## config.mk

```make
export PLATFORM = sky130hd
export DESIGN_NAME = mha_result_collector_flat
export DESIGN_NICKNAME = d
export VERILOG_FILES = /design/src/rtl/mha_result_collector_pkg.sv /design/src/rtl/mha_result_collector_if.sv /design/src/rtl/mha_result_collector_out_row_bank.sv /design/src/rtl/mha_result_collector.sv /design/src/flat_wrapper.sv
export SDC_FILE = /design/constraint.sdc
export NUM_CORES = 1
export LEC_CHECK = 0
export CAP_MARGIN = 25
export CORE_MARGIN = 5
export CORE_UTILIZATION = 60
export DETAILED_ROUTE_END_ITERATION = 7
export HOLD_SLACK_MARGIN = 0.03
export PLACE_DENSITY = 0.85
export SLEW_MARGIN = 20
export SYNTH_ARGS = -nofsm -noshare
export SYNTH_HDL_FRONTEND = slang
export SYNTH_SLANG_ARGS = --single-unit
```

## constraint.sdc

```tcl
create_clock -name clk -period 118.5 [get_ports clk]
set_input_delay 35.55 -clock clk [delete_from_list [all_inputs] [get_ports clk]]
set_output_delay 35.55 -clock clk [all_outputs]
set_load 0.03 [all_outputs]
```

## src/rtl/mha_result_collector_pkg.sv

```systemverilog
// Shared constants, drain-state encoding and the slice helper used by the
// result collector and the ping-pong buffers.
package mha_result_collector_pkg;

    localparam int PKG_TOTAL_MODULES = 4;
    localparam int PKG_SLICE_WIDTH   = 64;
    localparam int PKG_COL_Y         = 2;
    localparam int PKG_ROW_CNT_W     = 16;
    localparam int PKG_RES_WIDTH     = PKG_TOTAL_MODULES * PKG_SLICE_WIDTH;
    localparam int PKG_SLICE_IDX_W   = (PKG_TOTAL_MODULES > 1) ? $clog2(PKG_TOTAL_MODULES) : 1;

    typedef logic [0:0] collector_state_t;
    localparam collector_state_t S_IDLE  = 1'b0;
    localparam collector_state_t S_DRAIN = 1'b1;

    // Slice 0 is the least significant SLICE_WIDTH bits of the word.
    function automatic logic [PKG_SLICE_WIDTH-1:0] extract_slice(
        input logic [PKG_RES_WIDTH-1:0]   word,
        input logic [PKG_SLICE_IDX_W-1:0] idx
    );
        return word[idx*PKG_SLICE_WIDTH +: PKG_SLICE_WIDTH];
    endfunction

endpackage

```

## src/rtl/mha_result_collector_if.sv

```systemverilog
// Capture strobe from the matmul wrap plus the sliced output stream to the
// next MHA stage.
interface mha_result_collector_if #(
    parameter int TOTAL_MODULES = mha_result_collector_pkg::PKG_TOTAL_MODULES,
    parameter int SLICE_WIDTH   = mha_result_collector_pkg::PKG_SLICE_WIDTH
);
    localparam int RES_WIDTH = TOTAL_MODULES * SLICE_WIDTH;

    logic                   res_valid;
    logic [RES_WIDTH-1:0]   res_data;
    logic                   stall_req;

    // Output handshake: a beat moves on a posedge with m_valid && m_ready.
    // Once m_valid rises it stays high, and m_data/m_last hold, until that beat moves.
    logic                   m_valid;
    logic                   m_ready;
    logic [SLICE_WIDTH-1:0] m_data;
    logic                   m_last;

    modport slave (
        input  res_valid, res_data, m_ready,
        output stall_req, m_valid, m_data, m_last
    );

    modport master (
        output res_valid, res_data, m_ready,
        input  stall_req, m_valid, m_data, m_last
    );

endinterface

```

## src/rtl/mha_result_collector_out_row_bank.sv

```systemverilog
// Two row banks of COL_Y result words: one write port, combinational read.
// Contents are never reset; bank validity lives in the collector.
module mha_result_collector_out_row_bank #(
    parameter int COL_Y     = 2,
    parameter int COL_W     = 1,
    parameter int RES_WIDTH = 256
) (
    input  logic                 clk,
    input  logic                 we_i,
    input  logic                 wr_bank_i,
    input  logic [COL_W-1:0]     wr_col_i,
    input  logic [RES_WIDTH-1:0] wr_data_i,
    input  logic                 rd_bank_i,
    input  logic [COL_W-1:0]     rd_col_i,
    output logic [RES_WIDTH-1:0] rd_data_o
);

    logic [RES_WIDTH-1:0] mem_q [2][COL_Y];

    always_ff @(posedge clk) begin
        if (we_i) begin
            mem_q[wr_bank_i][wr_col_i] <= wr_data_i;
        end
    end

    assign rd_data_o = mem_q[rd_bank_i][rd_col_i];

endmodule

```

## src/rtl/mha_result_collector.sv

```systemverilog
// Collects COL_Y block results into ping-pong rows and streams each row out
// as TOTAL_MODULES slices per result.
module mha_result_collector
    import mha_result_collector_pkg::*;
#(
    parameter int TOTAL_MODULES = PKG_TOTAL_MODULES,
    parameter int SLICE_WIDTH   = PKG_SLICE_WIDTH,
    parameter int COL_Y         = PKG_COL_Y,
    parameter int ROW_CNT_W     = PKG_ROW_CNT_W
) (
    input  logic                   clk,
    input  logic                   rst,
    mha_result_collector_if.slave  bus,
    output logic [ROW_CNT_W-1:0]   rows_out,
    output logic                   overflow,
    output collector_state_t       dbg_state_o,
    output logic [1:0]             dbg_bank_full_o
);

    localparam int RES_WIDTH = TOTAL_MODULES * SLICE_WIDTH;
    localparam int COL_W     = (COL_Y > 1) ? $clog2(COL_Y) : 1;
    localparam int SL_W      = (TOTAL_MODULES > 1) ? $clog2(TOTAL_MODULES) : 1;
    localparam logic [COL_W-1:0] LAST_COL   = COL_W'(COL_Y - 1);
    localparam logic [SL_W-1:0]  LAST_SLICE = SL_W'(TOTAL_MODULES - 1);

    collector_state_t     state_q, state_d;
    logic [1:0]           bank_full_q, bank_full_d;
    logic                 wr_bank_q, wr_bank_d;
    logic                 rd_bank_q, rd_bank_d;
    logic [COL_W-1:0]     wr_col_q, wr_col_d;
    logic [COL_W-1:0]     rd_col_q, rd_col_d;
    logic [SL_W-1:0]      slice_q, slice_d;
    logic [ROW_CNT_W-1:0] rows_q, rows_d;
    logic                 overflow_q, overflow_d;

    logic                 capture;
    logic                 beat_hs;
    logic                 row_end;
    logic [RES_WIDTH-1:0] rd_word;

    // Only registered fullness gates capture, so a bank freed this cycle waits a cycle.
    assign capture = bus.res_valid && !bank_full_q[wr_bank_q];
    assign beat_hs = (state_q == S_DRAIN) && bus.m_ready;
    assign row_end = (state_q == S_DRAIN) && (rd_col_q == LAST_COL) && (slice_q == LAST_SLICE);

    mha_result_collector_out_row_bank #(
        .COL_Y     (COL_Y),
        .COL_W     (COL_W),
        .RES_WIDTH (RES_WIDTH)
    ) u_bank (
        .clk       (clk),
        .we_i      (capture),
        .wr_bank_i (wr_bank_q),
        .wr_col_i  (wr_col_q),
        .wr_data_i (bus.res_data),
        .rd_bank_i (rd_bank_q),
        .rd_col_i  (rd_col_q),
        .rd_data_o (rd_word)
    );

    always_comb begin
        state_d     = state_q;
        bank_full_d = bank_full_q;
        wr_bank_d   = wr_bank_q;
        rd_bank_d   = rd_bank_q;
        wr_col_d    = wr_col_q;
        rd_col_d    = rd_col_q;
        slice_d     = slice_q;
        rows_d      = rows_q;
        overflow_d  = overflow_q;

        if (capture) begin
            if (wr_col_q == LAST_COL) begin
                bank_full_d[wr_bank_q] = 1'b1;
                wr_bank_d              = ~wr_bank_q;
                wr_col_d               = '0;
            end else begin
                wr_col_d = wr_col_q + COL_W'(1);
            end
        end
        if (bus.res_valid && !capture) begin
            overflow_d = 1'b1;
        end

        // Capture and drain always touch different banks, so both edits to bank_full_d stand.
        case (state_q)
            S_IDLE: begin
                if (bank_full_q[rd_bank_q]) begin
                    state_d  = S_DRAIN;
                    rd_col_d = '0;
                    slice_d  = '0;
                end
            end
            default: begin
                if (beat_hs) begin
                    if (slice_q == LAST_SLICE) begin
                        slice_d  = '0;
                        rd_col_d = rd_col_q + COL_W'(1);
                    end else begin
                        slice_d = slice_q + SL_W'(1);
                    end
                    if (row_end) begin
                        bank_full_d[rd_bank_q] = 1'b0;
                        rd_bank_d              = ~rd_bank_q;
                        rd_col_d               = '0;
                        rows_d                 = rows_q + ROW_CNT_W'(1);
                        state_d                = S_IDLE;
                    end
                end
            end
        endcase
    end

    always_ff @(posedge clk) begin
        if (rst) begin
            state_q     <= S_IDLE;
            bank_full_q <= 2'b00;
            wr_bank_q   <= 1'b0;
            rd_bank_q   <= 1'b0;
            wr_col_q    <= '0;
            rd_col_q    <= '0;
            slice_q     <= '0;
            rows_q      <= '0;
            overflow_q  <= 1'b0;
        end else begin
            state_q     <= state_d;
            bank_full_q <= bank_full_d;
            wr_bank_q   <= wr_bank_d;
            rd_bank_q   <= rd_bank_d;
            wr_col_q    <= wr_col_d;
            rd_col_q    <= rd_col_d;
            slice_q     <= slice_d;
            rows_q      <= rows_d;
            overflow_q  <= overflow_d;
        end
    end

    assign bus.stall_req = bank_full_q[wr_bank_q];
    assign bus.m_valid   = (state_q == S_DRAIN);
    assign bus.m_data    = (state_q == S_DRAIN) ? extract_slice(rd_word, slice_q) : '0;
    assign bus.m_last    = row_end;

    assign rows_out        = rows_q;
    assign overflow        = overflow_q;
    assign dbg_state_o     = state_q;
    assign dbg_bank_full_o = bank_full_q;

endmodule

```

## src/flat_wrapper.sv

```systemverilog
// flat-port wrapper written by rule: the top's interface ports become plain ports
module mha_result_collector_flat import mha_result_collector_pkg::*;
#(
    parameter int TOTAL_MODULES = PKG_TOTAL_MODULES,
    parameter int SLICE_WIDTH   = PKG_SLICE_WIDTH,
    parameter int COL_Y         = PKG_COL_Y,
    parameter int ROW_CNT_W     = PKG_ROW_CNT_W
)
  (clk, rst, rows_out, overflow, dbg_state_o, dbg_bank_full_o, bus_res_valid, bus_res_data, bus_m_ready, bus_stall_req, bus_m_valid, bus_m_data, bus_m_last);
  mha_result_collector_if #(.TOTAL_MODULES(TOTAL_MODULES), .SLICE_WIDTH(SLICE_WIDTH)) bus_i ();
  input  logic clk;
  input  logic rst;
  output logic [ROW_CNT_W-1:0] rows_out;
  output logic overflow;
  output collector_state_t dbg_state_o;
  output logic [1:0] dbg_bank_full_o;
  input wire logic [$bits(bus_i.res_valid)-1:0] bus_res_valid;
  input wire logic [$bits(bus_i.res_data)-1:0] bus_res_data;
  input wire logic [$bits(bus_i.m_ready)-1:0] bus_m_ready;
  output wire logic [$bits(bus_i.stall_req)-1:0] bus_stall_req;
  output wire logic [$bits(bus_i.m_valid)-1:0] bus_m_valid;
  output wire logic [$bits(bus_i.m_data)-1:0] bus_m_data;
  output wire logic [$bits(bus_i.m_last)-1:0] bus_m_last;
  assign bus_i.res_valid = bus_res_valid;
  assign bus_i.res_data = bus_res_data;
  assign bus_i.m_ready = bus_m_ready;
  assign bus_stall_req = bus_i.stall_req;
  assign bus_m_valid = bus_i.m_valid;
  assign bus_m_data = bus_i.m_data;
  assign bus_m_last = bus_i.m_last;
  mha_result_collector #(.TOTAL_MODULES(TOTAL_MODULES), .SLICE_WIDTH(SLICE_WIDTH), .COL_Y(COL_Y), .ROW_CNT_W(ROW_CNT_W)) u_core (.clk(clk), .rst(rst), .bus(bus_i), .rows_out(rows_out), .overflow(overflow), .dbg_state_o(dbg_state_o), .dbg_bank_full_o(dbg_bank_full_o));
endmodule
```

==> results.tsv, run 1 <==
metric	value	unit
gp_congestion	0.8160	
cts_setup_buffers	0	
core_area	66920	um^2
synth_cells	2216	
overflow	0	
status	complete, no violations	
dieHeight	269.4	um
setup_viol	0	
whs	0.4815	ns
p_leak	14.70	nW
antenna_left	0	
dp_hpwl	57460	um
min_period	40.94	ns
max-slew-margin-rel	0.1955	
drt_iter0_markers	2561	
numCtsBuffers	100	
netlist_area	40380	um^2
routedWlPerCell	27.39	um
clkSlewWorstSetupHoldPaths	0.06	ns
hold_viol	0	
rows	95	
port_buffers	346	
viasPerCell	6.287	
drtPass1Iterations	5	
grt_pass1_wl	142500	um
routed_wl	97110	um
cap_violations	0	
die_w	269.4	um
dieArea	72590	um^2
min_path_type	flip-flop to flip-flop	
hold_buffers	0	
synth-edff-count	1024	
clock-sinks	1051	
cts_buffer_depth	3	
synth_top_area_frac	0.7615	
setup_tns	0	ns
grtUsageTotal	0.2588	
fillers	3863	
worstPathRequired	82.95	ns
critPathCaptureType	output port	
yosysWarnings	0	
ios	347	
synth_cell_types	38	
cp.arrival	5.39	ns
crit_path_start_kind	flip-flop	
start_util	0.6034	
power.density	16.66	nW/um^2
cts_tree	done	
syn_to_final_growth	18.91	%
async_flop_share	0	
final.period_utilization	0.3455	
num_vias	22300	
ff_latch_area	31300	um^2
cts_root_buf	clkbuf_16	
ctsResizeCount	0	
grt_max_degree	155	
antenna_found_initial	35	
grt_pass1_vias	22670	
multiInputGateArea	8562	um^2
synthFlopType	edfxtp_1	
path_class	flip-flop to output port	
ys_ff_latch	1051	
worst_slew_pin_slew	1.207	ns
drive_gt1_frac	0.08015	
synth_seq_area_share	0.7749	
clk_latency	0.66	ns
yosysTopAreaCell	edfxtp_1	
htreeDepth	3	
peakVddDrop	15.22	uV
critPathMaxFanout	68	
remaining_drc_errors	0	
fin_skew	0.02524	ns
nNetsFinal	2828	
syn_nets	2478	
rsz0062_at_grt	no	
syn_area_per_cell	18.22	um^2
clock.fmax	0.02442	GHz
netlist_top_cells_area	edfxtp_1, mux2i_1, a22oi_1	
slew_viol_final	0	
[stage by stage]
| step | utilization | worst slack, ns | area, um^2 | cells | power, mW |
|---|---|---|---|---|---|
| 6_report | 0.7175 | 77.56 | 48010 | 3546 | 0.8000 |
| 5_1_grt | 0.7174 | 77.36 | 48010 | 3543 | 0.8244 |
| 4_1_cts | 0.7161 | 76.84 | 47920 | 3517 | 0.8031 |
| 3_5_place_dp | 0.6686 | 77.59 | 44750 | 3336 | 0.4964 |
| 3_3_place_gp | 0.6678 | 77.50 | 44690 | 3334 | 0.4931 |
| 2_1_floorplan | - | 55.79 | 40380 | 2216 | 0.4824 |
[cells in the mapped netlist, drive strengths merged, types with 2 or more instances]
cell        n
a21oi       8
a221oi     10
a22oi     204
a32oi       2
and2        2
and3        2
and4        2
buf        70
clkbuf     60
dfxtp      27
edfxtp   1024
ha          2
inv         5
mux2i     461
mux4       26
nand2     105
nand3      52
nand4       6
nor2       23
nor2b       4
nor3        6
nor4        3
nor4b       2
o2111ai    16
o21ai      68
or3         4
xnor2       9
xor2        5
[flip-flops by register name (all words and copies together) (netlist names), named ones only]
name                    flops
u_core.dbg_bank_full_o      2
u_core.rows_out            16
u_core.wr_bank_q            1
u_core.wr_col_q             1
u_core.rd_bank_q            1
u_core.rd_col_q             1
u_core.u_bank.mem_q      1024
u_core.bus.m_valid          1
u_core.slice_q              2
u_core.overflow             1
[placed cells by master, fill, tap and decap left out, types with 6 or more instances in the layout]
master           count
o2111ai_1           16
clkbuf_1            17
nand4_1              6
clkinv_1            25
clkbuf_16          101
nor2_1              21
a22oi_1            204
a221oi_1            10
mux4_2              26
edfxtp_1          1024
o21ai_0             68
mux2i_1            461
bufinv_16           10
xnor2_1              9
nand3_1             52
diode_2             28
nor3_1               6
clkinv_2            23
buf_4               25
nand2_1            104
clkdlybuf4s50_1    346
a21oi_1              8
dfxtp_1             25
[final cells by class]
type                       instances  area share
sequential                      1051      0.6518
multi-input combinational       1029      0.1783
timing repair buffer             378     0.07909
clock buffer                     118     0.05397
tap                              873     0.02275
clock inverter                    63     0.01217
antenna                           28    0.001459
inverter                           6   0.0004691
[where the power goes]
part / leakage [nW] / internal, mW / switching (mW) / total [mW]
Sequential: 9.61 / 0.431 / 0.00528 / 0.437
Clock: 1.57 / 0.178 / 0.133 / 0.311
Combinational: 3.53 / 0.0190 / 0.0336 / 0.0526
[cell families after synthesis]
| kind of cell | after synthesis | synth area share |
|---|---|---|
| simple gates | 214 | 0.02386 |
| buf+inv | 136 | 0.01463 |
| compound gates | 312 | 0.05419 |
| xor+xnor | 14 | 0.003037 |
| mux | 487 | 0.1288 |
| flops | 1051 | 0.7749 |
| fa+ha+maj | 2 | 0.0006196 |
[path summary, 6_finish.rpt]
kind / startpoint / end / slack (ns) / cells after the start
max: flip-flop / bus_m_data[36] / 77.56 / 9
min: u_core.overflow$_SDFFE_PP0P_ / u_core.overflow$_SDFFE_PP0P_ / 0.48 / 2
max reg2reg: u_core.wr_bank_q$_SDFFE_PP0P_ / u_core.u_bank.mem_q[1][431]$_DFFE_PP_ / 114.68 / 5
min reg2reg: u_core.overflow$_SDFFE_PP0P_ / u_core.overflow$_SDFFE_PP0P_ / 0.48 / 2
[worst max-delay path: stages, from the launching register on]
cell and delay (ns):
dfxtp_4 0.87, buf_4 0.63, buf_6 0.72, buf_4 0.55
buf_16 0.37, mux2i_1 0.14, a22oi_1 0.21, nand2_1 0.12
o21ai_0 0.29, clkdlybuf4s50_1 0.79
[metal layers]
layer | track usage | part of all wire | routed length [um]
met5 | 0 | 0.00088 | 85
met4 | 0.1017 | 0.033 | 3190
met1 | 0.3495 | 0.39 | 37630
met3 | 0.04783 | 0.077 | 7512
met2 | 0.4257 | 0.50 | 48690
Power figures use the tool's default switching activity.
==> run 2, diff against run 1 <==
--- a/config.mk
+++ b/config.mk
@@ -7,10 +7,10 @@
 export LEC_CHECK = 0
 export CAP_MARGIN = 25
 export CORE_MARGIN = 5
-export CORE_UTILIZATION = 60
+export CORE_UTILIZATION = 58
 export DETAILED_ROUTE_END_ITERATION = 7
 export HOLD_SLACK_MARGIN = 0.03
-export PLACE_DENSITY = 0.85
+export PLACE_DENSITY = 0.83
 export SLEW_MARGIN = 20
 export SYNTH_ARGS = -nofsm -noshare
 export SYNTH_HDL_FRONTEND = slang
==> constraint.sdc (replaced) <==
create_clock -name clk -period 41.7 [get_ports clk]
set_input_delay 12.51 -clock clk [delete_from_list [all_inputs] [get_ports clk]]
set_output_delay 12.51 -clock clk [all_outputs]
set_load 0.03 [all_outputs]
==> run 2 against run 1 <==
Routed wire length rose by 2.2%; first-iteration DRC count fell by 1.2%; critical path depth did not move; worst hold slack got worse by 0.017 ns; final area rose by 0.88%; clock power rose to 3.0 times the previous value; flip-flop and latch count did not move; sequential share of layout area fell by 0.57 points; die area rose by 3.3%; register-to-register slack got worse by 77 ns; sequential power rose to 2.8 times the previous value; utilization fell by 1.4 points; largest cell class unchanged; largest power group unchanged.
==> results.tsv, run 2 (synthesis gave the netlist of run 1 again) <==
metric	value	unit
final.period_utilization	0.4401	
clkPwrFrac	0.404	
cts_root_buf	clkbuf_16	
clock-sinks	1051	
antenna_found_initial	40	
drive_gt1_frac	0.08653	
cpMostUsedCell	buf_4	
status	complete, no violations	
antenna_left	0	
fin_skew	0.02372	ns
crit_path_start_kind	flip-flop	
hold_buffers	0	
max-slew-margin-rel	0.1925	
peakVddDrop	42.45	uV
min_path_type	flip-flop to flip-flop	
dieHeight	273.9	um
grt_pass1_vias	22650	
internal_power	1.844	mW
routed_wl	99220	um
num_vias	22330	
grtUsageTotal	0.2574	
cts_setup_buffers	0	
clk_latency	0.64	ns
path_class	flip-flop to output port	
rsz0062_at_grt	no	
netSwitchingPower	0.4939	mW
remaining_drc_errors	0	
dieArea	75000	um^2
grt_pass1_wl	144100	um
clock.fmax	0.05449	GHz
cpLargestDelayFamily	buffers and inverters	
clkSlewWorstSetupHoldPaths	0.06	ns
drtPass1Iterations	6	
crit_path_top_delay_cell	buf_4	
final_common_cell	edfxtp_1	
pwr-share-seq	0.531	
final_cell_mix	edfxtp_1, mux2i_1, clkdlybuf4s50_1	
cap_violations	0	
htreeDepth	3	
power.density	48.27	nW/um^2
final_cells	3616	
die_w	273.9	um
swShare	0.2113	
port_buffers	346	
cp.arrival	5.84	ns
ios	347	
numCtsBuffers	104	
rows	96	
cts_buffer_depth	3	
worst_slew_pin_slew	1.211	ns
cts_tree	done	
viasPerCell	6.174	
setup_tns	0	ns
critPathMaxFanout	54	
dp_hpwl	56990	um
crit_path_cell_trace	buf_4 > buf_4 > buf_4 > buf_12 > mux2i_1 > a22oi_1 > nand3_1 > o21ai_0 > clkdlybuf4s50_1	
start_util	0.5867	
critPathMaxStageDelay	0.85	ns
gp_congestion	0.8248	
core_area	68830	um^2
min_from	u_core.overflow$_SDFFE_PP0P_	
grt_max_degree	165	
min_period	18.35	ns
critPathCaptureType	output port	
drt_iter0_markers	2530	
cp.buffers_inverters	5	
placed_cells	3398	
power	2.338	mW
regMostFlops	u_core.u_bank.mem_q	
syn_to_final_growth	19.95	%
regToRegStartpoint	u_core.wr_bank_q$_SDFFE_PP0P_	
routedWlPerCell	27.44	um
comb_power_share	0.065	
nNetsFinal	2836	
worstPathRequired	29.19	ns
p_leak	14.85	nW
largest_reg_flops	1024	
overflow	0	
ctsResizeCount	0	
hold_viol	0	
slew_viol_final	0	
setup_viol	0	
==> run 2: cell types whose count changed in the layout (fill, tap and decap cells not counted), moves of 3 or more <==
cell and delta:
clkbuf_1 -4, buf_4 +3, clkinvlp_4 +5, clkbuf_16 +6
clkinv_2 -3, bufinv_16 +5
==> run 2: area by class of cell <==
type / count / area (um^2)
flip-flops and latches: 1051 / 31300
fillers: 4138 / 20390
multi-input cells: 1029 / 8557
repair buffers: 382 / 3856
clock buffers: 122 / 2754
well taps: 931 / 1165
clock inverters: 68 / 718.2
diodes: 27 / 67.56
inverters: 6 / 22.52
==> run 2: worst paths after layout <==
| check | to | slack (ns) | depth (start not counted) |
|---|---|---|---|
| setup / recovery | bus_m_data[14] | 23.35 | 9 |
| hold / removal | u_core.overflow$_SDFFE_PP0P_ | 0.46 | 2 |
| setup reg to reg | u_core.u_bank.mem_q[1][57]$_DFFE_PP_ | 37.88 | 5 |
| hold reg to reg | u_core.overflow$_SDFFE_PP0P_ | 0.46 | 2 |
==> run 2: routing by layer <==
layer	vias to the layer above	share of wire	global-route usage
li1	9679	-	-
met1	11410	0.39	0.3496
met2	1051	0.50	0.4216
met3	167	0.081	0.05452
met4	22	0.026	0.08841
met5	-	0.0014	0
==> run 2: through the flow <==
stage	util	hold slack [ns]	setup WS (ns)	area, um^2
floorplan	-	0.5014	2.035	40380
global placement	0.6508	0.4452	24.01	44790
detailed placement	0.6519	0.4544	23.94	44870
CTS	0.7024	0.4695	23.12	48340
global route	0.7036	0.4933	23.03	48420
finish	0.7037	0.4649	23.35	48440
==> run 2: power by group through the flow <==
stage          clock network, mW  registers, mW  logic (mW)
3_5_place_dp                   0           1.26       0.150
3_3_place_gp                   0           1.26       0.143
6_report                   0.946           1.24       0.152
2_1_floorplan                  0           1.30      0.0705
4_1_cts                    0.956           1.24       0.152
5_1_grt                     1.00           1.24       0.162
==> run 2: worst register-to-register path, cell delays in order (launching register included) <==
cell and delay [ns]:
dfxtp_1 0.40, mux2i_1 0.39, nand3_1 0.27, nor2_4 0.52, buf_4 0.82, buf_4 0.98
